File: config.mk
export PLATFORM = sky130hd
export DESIGN_NAME = uart_rx_fifo
export DESIGN_NICKNAME = d
export VERILOG_FILES = /design/src/rtl/uart_rx_fifo.sv
export SDC_FILE = /design/constraint.sdc
export NUM_CORES = 1
export LEC_CHECK = 0
export BUFFER_PORTS_ARGS = -buffer_cell sky130_fd_sc_hd__buf_2
export CAP_MARGIN = 20
export CELL_PAD_IN_SITES_DETAIL_PLACEMENT = 0
export CELL_PAD_IN_SITES_GLOBAL_PLACEMENT = 1
export CORE_UTILIZATION = 35
export CTS_CLUSTER_DIAMETER = 50
export DETAILED_ROUTE_END_ITERATION = 8
export PLACE_DENSITY_LB_ADDON = 0.1
export SLEW_MARGIN = 20
export SYNTH_ARGS = -nofsm -noshare
export SYNTH_HDL_FRONTEND = slang
export SYNTH_SLANG_ARGS = --single-unit
File: constraint.sdc
create_clock -name clk -period 3.3 [get_ports clk]
set_input_delay 0 -clock clk [delete_from_list [all_inputs] [get_ports clk]]
set_output_delay 0 -clock clk [all_outputs]
set_load 0.03 [all_outputs]
File: src/rtl/uart_rx_fifo.sv
// Receive FIFO behind the UART receiver: rising-edge write detect, FWFT read port,
// fill level, sticky overrun flag and saturating dropped-byte counter.
module uart_rx_fifo #(
    parameter int unsigned DATA_W = 8,
    parameter int unsigned DEPTH  = 16,
    parameter int unsigned ADDR_W = 4
) (
    input  logic              clk,
    input  logic              rst,
    input  logic [DATA_W-1:0] rec_data_in,
    input  logic              rec_valid_in,
    output logic [DATA_W-1:0] rd_data,
    output logic              rd_valid,
    input  logic              rd_ready,
    output logic [ADDR_W:0]   count,
    output logic              full,
    output logic              empty,
    output logic              overrun,
    input  logic              ovr_clr,
    output logic [7:0]        drop_cnt
);

    localparam int unsigned CNT_W = ADDR_W + 1;
    localparam logic [CNT_W-1:0] DEPTH_CNT = CNT_W'(DEPTH);
    localparam logic [7:0] DROP_MAX = 8'hFF;

    logic [DATA_W-1:0] mem_q [DEPTH];

    logic              valid_q, valid_d;
    logic [ADDR_W-1:0] wr_ptr_q, wr_ptr_d;
    logic [ADDR_W-1:0] rd_ptr_q, rd_ptr_d;
    logic [CNT_W-1:0]  count_q, count_d;
    logic              overrun_q, overrun_d;
    logic [7:0]        drop_cnt_q, drop_cnt_d;

    logic push_c;
    logic pop_c;
    logic accept_c;
    logic drop_c;
    logic full_c;
    logic empty_c;

    // Status decoded from the registered count only.
    always_comb begin
        full_c  = (count_q == DEPTH_CNT);
        empty_c = (count_q == '0);
    end

    // Write detect and pop qualification; a pop on a full FIFO frees the slot for a push.
    always_comb begin
        push_c   = rec_valid_in & ~valid_q;
        pop_c    = ~empty_c & rd_ready;
        accept_c = push_c & (~full_c | pop_c);
        drop_c   = push_c & full_c & ~pop_c;
    end

    // Next-state for pointers, occupancy and overrun bookkeeping.
    always_comb begin
        valid_d    = rec_valid_in;
        wr_ptr_d   = wr_ptr_q;
        rd_ptr_d   = rd_ptr_q;
        count_d    = count_q;
        overrun_d  = overrun_q;
        drop_cnt_d = drop_cnt_q;

        if (accept_c) begin
            wr_ptr_d = wr_ptr_q + ADDR_W'(1);
        end
        if (pop_c) begin
            rd_ptr_d = rd_ptr_q + ADDR_W'(1);
        end
        count_d = count_q + CNT_W'(accept_c) - CNT_W'(pop_c);

        // A drop in the same cycle as a clear wins and restarts the count at one.
        if (drop_c) begin
            overrun_d = 1'b1;
            if (ovr_clr) begin
                drop_cnt_d = 8'd1;
            end else if (drop_cnt_q != DROP_MAX) begin
                drop_cnt_d = drop_cnt_q + 8'd1;
            end
        end else if (ovr_clr) begin
            overrun_d  = 1'b0;
            drop_cnt_d = 8'd0;
        end
    end

    // valid_q resets high so a level held through reset is not taken as a new byte.
    always_ff @(posedge clk or negedge rst) begin
        if (!rst) begin
            valid_q    <= 1'b1;
            wr_ptr_q   <= '0;
            rd_ptr_q   <= '0;
            count_q    <= '0;
            overrun_q  <= 1'b0;
            drop_cnt_q <= 8'd0;
        end else begin
            valid_q    <= valid_d;
            wr_ptr_q   <= wr_ptr_d;
            rd_ptr_q   <= rd_ptr_d;
            count_q    <= count_d;
            overrun_q  <= overrun_d;
            drop_cnt_q <= drop_cnt_d;
        end
    end

    // Storage is not reset; stale contents are hidden by rd_valid.
    always_ff @(posedge clk) begin
        if (accept_c) begin
            mem_q[wr_ptr_q] <= rec_data_in;
        end
    end

    always_comb begin
        rd_data  = mem_q[rd_ptr_q];
        rd_valid = ~empty_c;
        count    = count_q;
        full     = full_c;
        empty    = empty_c;
        overrun  = overrun_q;
        drop_cnt = drop_cnt_q;
    end

endmodule

==> summary.md <==
| Metric | Value |
|---|---|
| Die X | `135 um` |
| Worst rel slew slack | `42.8%` |
| Post-synthesis simple-gate area fraction | `5.70%` |
| GRT Overall Usage | `16.2%` |
| Fmax | `357 MHz` |
| Worst slew pin tran | `0.850 ns` |
| Cell area after synthesis | `0.00617 mm2` |
| Core area | `0.0172 mm2` |
| Via density | `5.03` |
| Final nets | `429` |
| Synth async-reset ratio | `15.2%` |
| Crit-path max FO | `6` |
| Worst-path clk slew | `0.06 ns` |
| Synth top area share | `62.3%` |
| Startpoint types | `flip-flop` |
| Ys Warns | `0` |
| Clock skew | `0.0112 ns` |
| Final Slew Violations | `0` |
| Die Footprint | `0.0182 mm2` |
| Die height | `135 um` |
| Final WS setup | `0.496 ns` |
| CTS Buf Count | `17` |
| Synth Area in Compound Gates | `4.74%` |
| Initial core utilization | `35.8%` |
| CP arrival | `3.15 ns` |
| CTS H-tree lvls | `4` |
| RSZ-0062 raised after global routing | `false` |
| Critical Path RT | `3.64 ns` |
| Register bit count reported by yosys | `151` |
| Final setup violation count | `0` |
| GR Overflow Total | `0` |
| Wirelength, routed | `13.2 mm` |
| Syn nets | `365` |
| Clock Path Buffers | `2` |
| Avg WL per Cell | `20.6 um` |
| Hold WC Path Type | `input port to async pin` |
| Fraction of layout cells with a size suffix above 1 | `28.1%` |
| Final worst-path cycle share | `85.0%` |
| Leakage power | `2.63 nW` |
| Largest family of logic cells by synthesized area | `multiplexers` |
| Worst setup path class | `flip-flop to flip-flop` |
| Vias in the first global route | `3459` |
| CTS Sinks | `151` |
| Worst Setup End Kind | `flip-flop` |
| DRC | `0` |
| Post-route ant nets | `0` |
| Max-cap violations | `0` |
| Detailed Route Iter0 Violations | `215` |
| Top-level I/O count | `38` |
| Area Overhead vs Synth | `19.7%` |
| Util after Layout | `42.8%` |
| Vias | `3231` |
| Top cells by area, synth | `edfxtp_1 (62%), mux4_2 (12%), dfrtp_1 (8.9%), ha_1 (2.2%), a22oi_1 (1.9%)` |
| Hold slack | `0.0976 ns` |
| GPL Wtd Cong | `0.767` |
| Number of distinct library cells after synthesis | `43` |
| Outcome | `completed` |
| Seq. cell area | `0.00442 mm2` |
| Adder-cell area share of the yosys netlist | `2.55%` |
| Setup TNS Final | `0 ns` |
| TritonCTS clock tree | `built` |
| CTS Root Cell | `clkbuf_16` |
| Sequential element share of the synthesized area | `71.6%` |
| Pwr per Cell Area | `836 mW/mm2` |
| Multi-input logic area | `0.00165 mm2` |
| First-pass GRT wire length | `20.6 mm` |
| Initial antenna violation count | `0` |
| Worst IR Drop VDD | `0.419 mV` |
| DRT Pass-1 Iters | `4` |
| Number of port buffers | `37` |
| Area leader, netlist | `edfxtp_1` |
| EDFF count, synth | `128` |
| Final Hold Viols | `0` |
| Most used DFF post-synth | `edfxtp_1` |
| Largest net degree at the start of global routing | `27` |
| N_diodes | `0` |
| Filler cell count | `1550` |
| Post-Synth XOR/XNOR Area | `1.42%` |
| Final worst path period need | `2.80 ns` |
| Post-DP HPWL | `8.53 mm` |
| Pre-CTS WS | `0.513 ns` |
| Mux share of post-synthesis cell area | `11.9%` |
| Syn avg cell area | `18.1 um2` |
| Gate count after technology mapping | `340` |
| Later-pin clock latency in the skew report | `0.43 ns` |
| Core Rows | `48` |
[critical path, cell delays in order, from the launching register on]
cell	delay, ns
dfrtp_1	0.40
inv_1	0.10
ha_1	0.22
or4b_1	0.50
and2_1	0.26
o21ai_0	0.20
ha_1	0.21
inv_1	0.06
fa_1	0.40
inv_1	0.07
a21oi_1	0.06
o21bai_1	0.15
xnor2_1	0.13
[layout make-up]
cell class                      instances  area share [%]
Inverter                               17           0.864
Sequential cell                       151            59.9
Clock buffer                           19            5.86
Timing Repair Buffer                   61            5.52
Multi-Input combinational cell        156            22.3
Clock inverter                         13            1.76
Tap cell                              225            3.81
[stage by stage]
step                      cell area, um2  std cells  power [mW]
final                               7380        642        6.17
after global routing                7380        642        6.50
after CTS                           7380        642        6.28
after detailed placement            6700        598        4.40
after global placement              6700        598        4.39
after floorplan                     6170        340        3.79
[per-layer routing]
| metal | global-route usage [%] | wire (um) | vias to the layer above |
|---|---|---|---|
| met5 | 0 | 0 | - |
| met4 | 6.55 | 177 | 0 |
| met3 | 3.90 | 445 | 14 |
| met2 | 26.1 | 6530 | 63 |
| met1 | 21.1 | 6070 | 1670 |
| li1 | - | - | 1484 |
[placed cells by master (no fill, tap or decap), drive strengths merged, types with 5 or more instances in the layout]
master and instances:
dfrtp 22, dlygate4sd3 12, and2 10, clkbuf 19, inv 19, clkinv 8
a21oi 5, nand2 14, o21ai 5, edfxtp 128, xnor2 7, ha 11
buf 49, a22oi 16, nand3 6, mux4 32, nor2 6
[report_power, final]
group | switching [mW] | internal (mW)
clock network | 0.751 | 1.11
logic | 1.05 | 0.800
registers | 0.217 | 2.24
total | 2.02 | 4.15
[final timing paths]
check,start,end,slack (ns),cells past startpoint
setup / recovery,count[2],count[4],0.50,12
min in group clk,rec_valid_in,valid_q,0.25,2
hold reg to reg,overrun,overrun,0.47,1
max in group asynchronous,rst,rd_ptr_q[0],2.80,2
setup reg to reg,count[2],count[4],0.50,12
hold / removal,rst,count[1],0.1,2
[registers in the layout (all words and copies together) (netlist names)]
register and cells:
mem_q 128, drop_cnt 8, count 5, rd_ptr_q 4, wr_ptr_q 4, overrun 1
valid_q 1
[Yosys cell counts (3+ instances only)]
cell type  number
xnor2_1         7
inv_1          17
and2_1         10
mux4_2         32
o31ai_1         4
edfxtp_1      128
buf_2           4
nand2_1        14
a21oi_1         5
nor4_1          4
o311ai_0        3
nand3_1         6
clkbuf_1        8
a22oi_1        16
and3_1          3
nor2_1          6
buf_1           4
nor2b_1         3
o21ai_0         4
ha_1           11
dfrtp_1        22
xor2_1          3
[cells by family (layout without fill, tap and decap cells)]
group / count (synthesis) / count (layout)
flip-flops: 151 / 151
adder cells (fa/ha/maj): 12 / 12
multiplexers: 33 / 33
XOR/XNOR: 10 / 10
buffers and inverters: 33 / 110
AO/OA/AOI/OAI: 41 / 41
AND/OR/NAND/NOR: 60 / 60
[repair_timing]
item	4_1_cts	5_1_grt
endpoints found under the hold margin	158	0
setup endpoints to repair	0	0
hold buffers	12	0
buffers inserted	0	0
resized for setup	0	0
Note: power is estimated with default switching activity, not from simulation.
